[config.mk]
export PLATFORM = sky130hd
export DESIGN_NAME = led_pattern_sequencer
export DESIGN_NICKNAME = d
export VERILOG_FILES = /design/src/rtl/led_pattern_sequencer_pkg.sv /design/src/rtl/led_pattern_sequencer_tick.sv /design/src/rtl/led_pattern_sequencer.sv
export SDC_FILE = /design/constraint.sdc
export NUM_CORES = 1
export LEC_CHECK = 0
export ABC_CLOCK_PERIOD_IN_PS = 3510
export BUFFER_PORTS_ARGS = -buffer_cell sky130_fd_sc_hd__clkbuf_2
export CAP_MARGIN = 10
export CORE_UTILIZATION = 61
export CTS_CLUSTER_SIZE = 40
export DETAILED_ROUTE_END_ITERATION = 6
export MAX_ROUTING_LAYER = met4
export PLACE_DENSITY = 0.79
export SYNTH_ARGS = -nofsm -noshare
export SYNTH_HDL_FRONTEND = slang
export SYNTH_HIERARCHICAL = 1
export SYNTH_SLANG_ARGS = --single-unit
[constraint.sdc]
create_clock -name i_clk -period 3.51 [get_ports i_clk]
set_clock_uncertainty 0.1 [all_clocks]
set_input_delay 0.702 -clock i_clk [delete_from_list [all_inputs] [get_ports i_clk]]
set_output_delay 0.702 -clock i_clk [all_outputs]
set_load 0.01 [all_outputs]
[src/rtl/led_pattern_sequencer_pkg.sv]
// Shared types and constants for the LED pattern sequencer.
package led_pattern_sequencer_pkg;

    // Sequencer FSM states
    typedef enum logic [1:0] {
        ST_IDLE = 2'd0,
        ST_LOAD = 2'd1,
        ST_RUN  = 2'd2
    } state_e;

    // Pattern table entry layout: {enable, select1, select0, dur}
    localparam int unsigned ENTRY_W    = 10;
    localparam int unsigned ENABLE_BIT = 9;
    localparam int unsigned SEL1_BIT   = 8;
    localparam int unsigned SEL0_BIT   = 7;
    localparam int unsigned DUR_W      = 7;

    // Prescaler counter width
    localparam int unsigned CNT_W      = 32;

    // Extract the duration field (in ticks) from a table entry
    function automatic logic [DUR_W-1:0] entry_dur(input logic [ENTRY_W-1:0] entry);
        return entry[DUR_W-1:0];
    endfunction

endpackage

[src/rtl/led_pattern_sequencer_tick.sv]
// Duration-tick prescaler: counts 0..c_tick_max_count-1 while enabled.
module led_tick_prescaler
    import led_pattern_sequencer_pkg::*;
#(
    parameter int unsigned c_tick_max_count = 5_000_000
) (
    input  logic i_clk,
    input  logic i_reset,
    input  logic i_clear,
    input  logic i_enable,
    output logic o_tick_c
);

    localparam logic [CNT_W-1:0] TERM = CNT_W'(c_tick_max_count - 1);

    logic [CNT_W-1:0] cnt_q;
    logic [CNT_W-1:0] cnt_d;

    // Next count: clear wins, otherwise wrap at terminal count
    always_comb begin
        cnt_d = cnt_q;
        if (i_clear) begin
            cnt_d = '0;
        end else if (i_enable) begin
            cnt_d = (cnt_q == TERM) ? '0 : cnt_q + CNT_W'(1);
        end
    end

    assign o_tick_c = i_enable && (cnt_q == TERM);

    // Counter register
    always_ff @(posedge i_clk) begin
        if (i_reset) begin
            cnt_q <= '0;
        end else begin
            cnt_q <= cnt_d;
        end
    end

endmodule

[src/rtl/led_pattern_sequencer.sv]
// Steps through a writable table of LED blinker settings, holding each for a programmed number of ticks.
module led_pattern_sequencer
    import led_pattern_sequencer_pkg::*;
#(
    parameter int unsigned c_num_steps      = 8,
    parameter int unsigned c_tick_max_count = 5_000_000
) (
    input  logic                           i_clk,
    input  logic                           i_reset,
    input  logic                           i_start,
    input  logic                           i_stop,
    input  logic                           i_loop,
    input  logic                           i_wr_en,
    input  logic [$clog2(c_num_steps)-1:0] i_wr_addr,
    input  logic [ENTRY_W-1:0]             i_wr_data,
    output logic                           o_enable,
    output logic                           o_select1,
    output logic                           o_select0,
    output logic                           o_busy,
    output logic [$clog2(c_num_steps)-1:0] o_step,
    output logic                           o_done
);

    localparam int unsigned         STEP_W    = $clog2(c_num_steps);
    localparam logic [STEP_W-1:0]   LAST_STEP = STEP_W'(c_num_steps - 1);

    logic [ENTRY_W-1:0] table_q [c_num_steps];

    state_e             state_q, state_d;
    logic [STEP_W-1:0]  step_q,  step_d;
    logic [DUR_W-1:0]   rem_q,   rem_d;
    logic               en_q,    en_d;
    logic               sel1_q,  sel1_d;
    logic               sel0_q,  sel0_d;
    logic               busy_q,  busy_d;
    logic               done_q,  done_d;

    logic [ENTRY_W-1:0] entry_c;
    logic [DUR_W-1:0]   dur_c;
    logic               seq_end_c;
    logic               pre_clr_c;
    logic               tick_c;

    assign entry_c = table_q[step_q];
    assign dur_c   = entry_dur(entry_c);

    // Pattern table: writable in any state, cleared by reset
    always_ff @(posedge i_clk) begin
        if (i_reset) begin
            for (int unsigned i = 0; i < c_num_steps; i++) begin
                table_q[i] <= '0;
            end
        end else if (i_wr_en) begin
            table_q[i_wr_addr] <= i_wr_data;
        end
    end

    led_tick_prescaler #(
        .c_tick_max_count (c_tick_max_count)
    ) u_tick (
        .i_clk    (i_clk),
        .i_reset  (i_reset),
        .i_clear  (pre_clr_c),
        .i_enable (state_q == ST_RUN),
        .o_tick_c (tick_c)
    );

    // Next-state and output logic; stop overrides everything else
    always_comb begin
        state_d   = state_q;
        step_d    = step_q;
        rem_d     = rem_q;
        en_d      = en_q;
        sel1_d    = sel1_q;
        sel0_d    = sel0_q;
        done_d    = 1'b0;
        busy_d    = 1'b0;
        seq_end_c = 1'b0;
        pre_clr_c = 1'b0;

        case (state_q)
            ST_IDLE: begin
                // done_q high means the FSM has only just come back; ignore start
                if (i_start && !done_q) begin
                    step_d  = '0;
                    state_d = ST_LOAD;
                end
            end
            ST_LOAD: begin
                pre_clr_c = 1'b1;
                if (dur_c != '0) begin
                    en_d    = entry_c[ENABLE_BIT];
                    sel1_d  = entry_c[SEL1_BIT];
                    sel0_d  = entry_c[SEL0_BIT];
                    rem_d   = dur_c;
                    state_d = ST_RUN;
                end else begin
                    seq_end_c = 1'b1;
                end
            end
            ST_RUN: begin
                if (tick_c) begin
                    rem_d = rem_q - DUR_W'(1);
                    if (rem_q == DUR_W'(1)) begin
                        if (step_q != LAST_STEP) begin
                            step_d  = step_q + STEP_W'(1);
                            state_d = ST_LOAD;
                        end else begin
                            seq_end_c = 1'b1;
                        end
                    end
                end
            end
            default: begin
                state_d = ST_IDLE;
            end
        endcase

        // End of sequence: wrap if looping, unless the table is empty at step 0
        if (seq_end_c) begin
            if (i_loop && (step_q != '0)) begin
                step_d  = '0;
                state_d = ST_LOAD;
            end else begin
                state_d = ST_IDLE;
                step_d  = '0;
                en_d    = 1'b0;
                sel1_d  = 1'b0;
                sel0_d  = 1'b0;
                done_d  = 1'b1;
            end
        end

        if (i_stop) begin
            state_d = ST_IDLE;
            step_d  = '0;
            en_d    = 1'b0;
            sel1_d  = 1'b0;
            sel0_d  = 1'b0;
            done_d  = 1'b0;
        end

        busy_d = (state_d != ST_IDLE);
    end

    // State and output registers
    always_ff @(posedge i_clk) begin
        if (i_reset) begin
            state_q <= ST_IDLE;
            step_q  <= '0;
            rem_q   <= '0;
            en_q    <= 1'b0;
            sel1_q  <= 1'b0;
            sel0_q  <= 1'b0;
            busy_q  <= 1'b0;
            done_q  <= 1'b0;
        end else begin
            state_q <= state_d;
            step_q  <= step_d;
            rem_q   <= rem_d;
            en_q    <= en_d;
            sel1_q  <= sel1_d;
            sel0_q  <= sel0_d;
            busy_q  <= busy_d;
            done_q  <= done_d;
        end
    end

    assign o_enable  = en_q;
    assign o_select1 = sel1_q;
    assign o_select0 = sel0_q;
    assign o_busy    = busy_q;
    assign o_step    = step_q;
    assign o_done    = done_q;

endmodule

## Word-level counts from Yosys, hierarchy flattened

Memory sizes are Yosys's and may differ from the RTL's. A register that Yosys moved wholly into a read port is not among the register bits.
Index checks and enable logic that the tools add are counted.

- Logic and storage cells: 88
- Bits in registers: 49
- Memories kept: 1
- RAM bits: 80

- Add/sub/neg operators: 3
- Muxes and demuxes: 47
- Reduce and logical (&&, ||, !) cells: 17
- Bitwise operators: 1
- Equality and inequality tests: 10

Memory list:

| name | words | bits a word | rd ports | clocked after Yosys merged registers in | write ports | line | source |
|---|---|---|---|---|---|---|---|
| table_q | 8 | 10 | 1 | 1 | 8 | led_pattern_sequencer.sv:27 | `logic [ENTRY_W-1:0] table_q [c_num_steps];` |

Operators by type and width:

| kind | number |
|---|---|
| $add A32 B1 Y32 const B | 1 |
| $eq A32 B23 Y1 const B | 1 |
| $mux W32 | 1 |
| $mux W1 | 25 |
| $mux W3 | 7 |
| $mux W2 | 7 |
| $mux W7 | 2 |
| $pmux W7 S2 | 1 |
| $mux W10 | 1 |
| $ne A2 B2 Y1 const B | 5 |
| $reduce_or A10 Y1 | 1 |
| $eq A7 B1 Y1 const B | 1 |
| $reduce_bool A7 Y1 | 1 |
| $sub A7 B1 Y7 const B | 1 |
| $pmux W2 S3 | 1 |
| $pmux W3 S2 | 1 |
| $reduce_bool A2 Y1 | 3 |
| $reduce_or A3 Y1 | 2 |
| $reduce_and A5 Y1 | 1 |
| $reduce_or A2 Y1 | 2 |
| $add A3 B1 Y3 const B | 1 |
| $logic_and A1 B1 Y1 | 3 |
| $ne A3 B3 Y1 const B | 1 |
| $reduce_and A3 Y1 | 1 |
| 7 further kinds | 7 |

## Depth between registers and ports, before layout

- Depth after elaboration: 8
- Mapped depth: 12
- Depth with buffers taken out: 11

## Cells and area by module

The synthesis kept the hierarchy.

By module, submodules not included:

| module | cells an instance | sequential area each (um^2) | instances | area an instance (um^2) |
|---|---|---|---|---|
| led_pattern_sequencer | 360 | 2802.7 | 1 | 4839.6 |
| led_tick_prescaler | 177 | 640.6 | 1 | 1562.7 |

## Least setup slack after synthesis

Ideal clock, no wire load.

- Kind: reg2reg
- Start point: register state_q[0]
- End point: register state_q[0]
- Path buffers: 1
- Path slack: 670 ps
- Arrival: 2614 ps
- Data required time: 3283 ps
- Cell stages (with the launch flop): 13
- Clock period less this slack: 2840 ps
- Setup time: 127 ps
- Path through: dfxtp_1 > inv_1 > ha_1 > buf_2 > and3_1 > nand4_1 > nor4_2 > nor4bb_1 > nor4b_1 > nand2_1 > o21ai_1 > and2_1 > o41ai_1

- Word-level cells in the longest chain between the ends: 6

Ends and longest elaborated chain:

| what | line | source |
|---|---|---|
| start: declaration | led_pattern_sequencer.sv:29 | `state_e state_q, state_d;` |
| start signal: assignment | led_pattern_sequencer.sv:158 | `state_q <= state_d;` |
| $eq A2 B2 Y1 * | led_pattern_sequencer.sv:64 | `.i_enable (state_q == ST_RUN),` |
| $logic_and A1 B1 Y1 * | led_pattern_sequencer_tick.sv:29 | `assign o_tick_c = i_enable && (cnt_q == TERM);` |
| named net tick_c | led_pattern_sequencer.sv:42 | `logic tick_c;` |
| $mux W2 or $mux W1 (tied branches) | led_pattern_sequencer.sv:102 | `if (tick_c) begin` |
| $pmux W2 S3 or $pmux W1 S2 (tied branches) | led_pattern_sequencer.sv:81 | `case (state_q)` |
| $mux W2 * | led_pattern_sequencer.sv:120 | `if (seq_end_c) begin` |
| $mux W2 * | led_pattern_sequencer.sv:134 | `if (i_stop) begin` |

Mark *: on every way through the listed nets, which the timed path passes. The rest lies on a longest branch.
A chain may end at the register's enable or synchronous reset.

## Worst setup path in the final report

- Start point: register u_tick.cnt_q[0]
- End point: register step_q[1] (netlist: o_step[1])

- Word-level cells in the longest chain between the ends: 5

Ends and longest elaborated chain:

| what | line | source |
|---|---|---|
| start: declaration | led_pattern_sequencer_tick.sv:16 | `logic [CNT_W-1:0] cnt_q;` |
| start signal: assignment | led_pattern_sequencer_tick.sv:36 | `cnt_q <= cnt_d;` |
| $eq A32 B23 Y1 * | led_pattern_sequencer_tick.sv:29 |  |
| $logic_and A1 B1 Y1 * | led_pattern_sequencer_tick.sv:29 |  |
| named net tick_c | led_pattern_sequencer.sv:42 |  |
| $mux W1 | led_pattern_sequencer.sv:102 |  |
| $pmux W1 S2 | led_pattern_sequencer.sv:81 |  |
| $reduce_or A3 Y1 (no line) | n/a |  |
| end signal: assignment | led_pattern_sequencer.sv:159 | `step_q <= step_d;` |
| end: declaration | led_pattern_sequencer.sv:30 | `logic [STEP_W-1:0] step_q, step_d;` |

Marked as above.

==> metrics.md <==
| Metric | Value |
|---|---|
| Post-DRT Antenna Nets | 0 |
| Most used flip-flop cell after synthesis | edfxtp_1 |
| Vias per cell | 5.994 |
| Most used routing layer | met2 |
| CP max FO | 5 |
| Fmax | 316.0 MHz |
| Final hold slack | 416.4 ps |
| Synthesized area per cell | 11.92 µm² |
| Final Max Slew Viols | 0 |
| VDD IR max | 0.5039 mV |
| GRT Total Usage | 28.41% |
| Worst Reg-to-Reg Cells | 10 |
| Vias in the first global route | 4394 |
| Initial antenna violation count | 0 |
| Final hold viol count | 0 |
| Hold depth | 2 |
| WP data required | 3810 ps |
| Post-synthesis sequential area ratio | 53.78% |
| Worst-path clk slew | 60 ps |
| Synth top area share | 37.52% |
| Area Growth Syn to Fin | 13.45% |
| Final setup fails | 0 |
| Synthesized flop and latch total | 132 |
| Slew @ Worst Pin | 863.4 ps |
| Arr. time, crit path | 3470 ps |
| Syn_nets | 566 |
| Routability Congestion | 0.8852 |
| PortBufs | 26 |
| Tmin final | 3165 ps |
| Antenna cells | 0 |
| Fin nets | 605 |
| Die height | 104.5 µm |
| Synth cell types | 56 |
| Post-route setup TNS | 0 ps |
| WL final | 13.88 mm |
| Slew headroom | 41.91% |
| Full die area | 0.01091 mm² |
| I/O pin cnt | 27 |
| GR Util met2 | 45.60% |
| Startpoint Class | register |
| CTS tree | built |
| RSZ-0062 raised after global routing | false |
| Outcome | complete, no violations |
| Routed length per instance | 19.15 µm |
| Min-delay worst type | reg2reg |
| Syn Inst Count | 537 |
| Largest net degree at the start of global routing | 33 |
| H-tree depth | 4 |
| Die Wd | 104.5 µm |
| Initial Utilization | 62.58% |
| Post-CTS sizing | 0 |
| Crit path kind | reg2reg |
| CP Capture Type | register |
| Rows | 37 |
| # Post-CTS Setup Buffers | 0 |
| DR iter-0 viols | 359 |
| HPWL Detailed | 9.090 mm |
| Pwr Density | 495.1 mW/mm² |
| Worst-Skew Late Latency | 530 ps |
| Synthesized area | 0.006402 mm² |
| First-pass GRT wire length | 22.44 mm |
| Routed vias | 4346 |
| Final Core Density | 70.99% |
| Final worst path period share | 90.16% |
| EDFF count, synth | 80 |
| Yosys warnings | 6 |
| Fraction of registers with async set/reset | 0% |
| TritonCTS Buffers | 17 |
| Grt met1 use | 34.73% |
| Core Box Area | 0.01023 mm² |
| Max Cap Viol | 0 |
| TritonRoute pass-1 iters | 6 |
| Area leader, netlist | edfxtp_1 |
| Top post-synthesis cells by area | edfxtp_1, dfxtp_1, and2_1 |
| Cts hold-fix bufs | 0 |
| # fillers | 713 |
| P_leak | 2.610 nW |
| Grt ovf | 0 |
| CTS Buffer Depth | 2 |
| M3 GR Usage | 6.140% |
| Drt drc | 0 |
| Total power | 3.596 mW |
| Clock Sinks | 132 |
| Share of cells above drive strength 1 | 18.68% |
| CTS Root Cell | clkbuf_8 |
[worst max-delay path, stage by stage, from the launching register on]
cell	delay [ps]
dfxtp_1	440
ha_1	270
and3_1	230
nand4_1	130
nor4_2	400
nor4bb_1	400
nor4b_1	370
nand2_1	90
o21ai_1	190
and2_1	310
nor3_1	100
[metal layers]
metal  wire length (µm)  part of all wire, %
met3                756                  5.4
met2               7117                   51
met4                301                  2.2
met1               5706                   41
met5                  0                    0
[registers in the layout, summed over array words and instances, names as in the netlist, named ones only]
| register | flops |
|---|---|
| rem_q | 7 |
| o_select0 | 1 |
| o_step | 3 |
| o_enable | 1 |
| u_tick/cnt_q | 32 |
| o_done | 1 |
| table_q | 80 |
| o_select1 | 1 |
| state_q | 2 |
| o_busy | 1 |
[layout make-up]
class / count / area (µm²) / area share [%]
clock buffer: 19 / 421.7 / 5.805
clock inverter: 13 / 140.1 / 1.929
inverter: 12 / 45.04 / 0.6202
multi-input combinational: 369 / 2778 / 38.24
sequential: 132 / 3443 / 47.41
tap: 136 / 170.2 / 2.343
timing repair buffer: 44 / 265.3 / 3.652
[layout by cell type (no fill, tap or decap), types with 4 or more instances in the layout]
| master | n |
|---|---|
| xnor2_1 | 11 |
| nand3_1 | 14 |
| and2_1 | 83 |
| o21ai_0 | 4 |
| and3_1 | 5 |
| inv_1 | 12 |
| ha_1 | 10 |
| buf_4 | 18 |
| edfxtp_1 | 80 |
| clkbuf_16 | 16 |
| xor2_1 | 20 |
| or2_1 | 5 |
| or2_2 | 5 |
| nor2_1 | 51 |
| mux2_2 | 4 |
| nand2_1 | 26 |
| nand2b_1 | 6 |
| a21oi_1 | 5 |
| mux2i_1 | 9 |
| mux4_2 | 20 |
| nor3_1 | 16 |
| clkbuf_2 | 26 |
| dfxtp_1 | 52 |
| nor4_1 | 10 |
| o21ai_1 | 6 |
| nand4_1 | 16 |
| clkinv_1 | 6 |
[per-stage QoR]
step	setup WS (ps)	std cells	instance area, µm²
2_1_floorplan	669.7	537	6402
3_3_place_gp	584.4	693	6701
3_5_place_dp	418.7	693	6701
4_1_cts	329.2	725	7263
5_1_grt	4.727	725	7263
6_report	345.3	725	7263
[synth_stat cells, types with 2 or more instances]
cell type / n
a21oi_1: 5
a22oi_1: 3
a31oi_1: 3
and2_1: 83
and3_1: 5
and4_1: 2
buf_2: 4
buf_6: 5
clkbuf_1: 13
dfxtp_1: 52
edfxtp_1: 80
ha_1: 10
inv_1: 12
mux2_2: 4
mux2i_1: 9
mux2i_4: 3
mux4_2: 20
nand2_1: 26
nand2b_1: 6
nand3_1: 14
nand3b_1: 2
nand4_1: 16
nand4_4: 2
nor2_1: 51
nor3_1: 16
nor3b_1: 3
nor4_1: 10
nor4_4: 2
nor4b_1: 2
o21ai_0: 4
o21ai_1: 6
o22ai_1: 2
or2_1: 5
or2_2: 5
or3_1: 2
xnor2_1: 11
xor2_1: 20
[worst paths after layout]
path / from / endpoint / slack [ps]
min: rem_q[1]$_SDFFE_PP0P_ / rem_q[1]$_SDFFE_PP0P_ / 420
max reg2reg: u_tick/cnt_q[0]$_SDFFE_PP0P_ / o_step[1]$_SDFFE_PP0P_ / 350
max: u_tick/cnt_q[0]$_SDFFE_PP0P_ / o_step[1]$_SDFFE_PP0P_ / 350
min reg2reg: rem_q[1]$_SDFFE_PP0P_ / rem_q[1]$_SDFFE_PP0P_ / 420
[kinds of logic (layout without fill, tap and decap cells)]
kind of cell,Yosys count,in the layout,share of synthesized area (%)
multiplexers,36,36,10.20
flip-flops,132,132,53.78
AND/OR/NAND/NOR,261,261,23.78
XOR/XNOR,31,31,4.241
AO/OA/AOI/OAI,31,31,3.205
adder cells (fa/ha/maj),10,10,1.954
buffers and inverters,36,88,2.834
[report_power, final]
| part | total (mW) | switching (mW) | leakage (nW) | internal (mW) |
|---|---|---|---|---|
| logic | 0.177 | 0.109 | 1.16 | 0.0674 |
| clock network | 1.69 | 0.626 | 0.263 | 1.06 |
| registers | 1.73 | 0.0223 | 1.19 | 1.71 |
No activity file was read; power rests on OpenSTA's default activity.
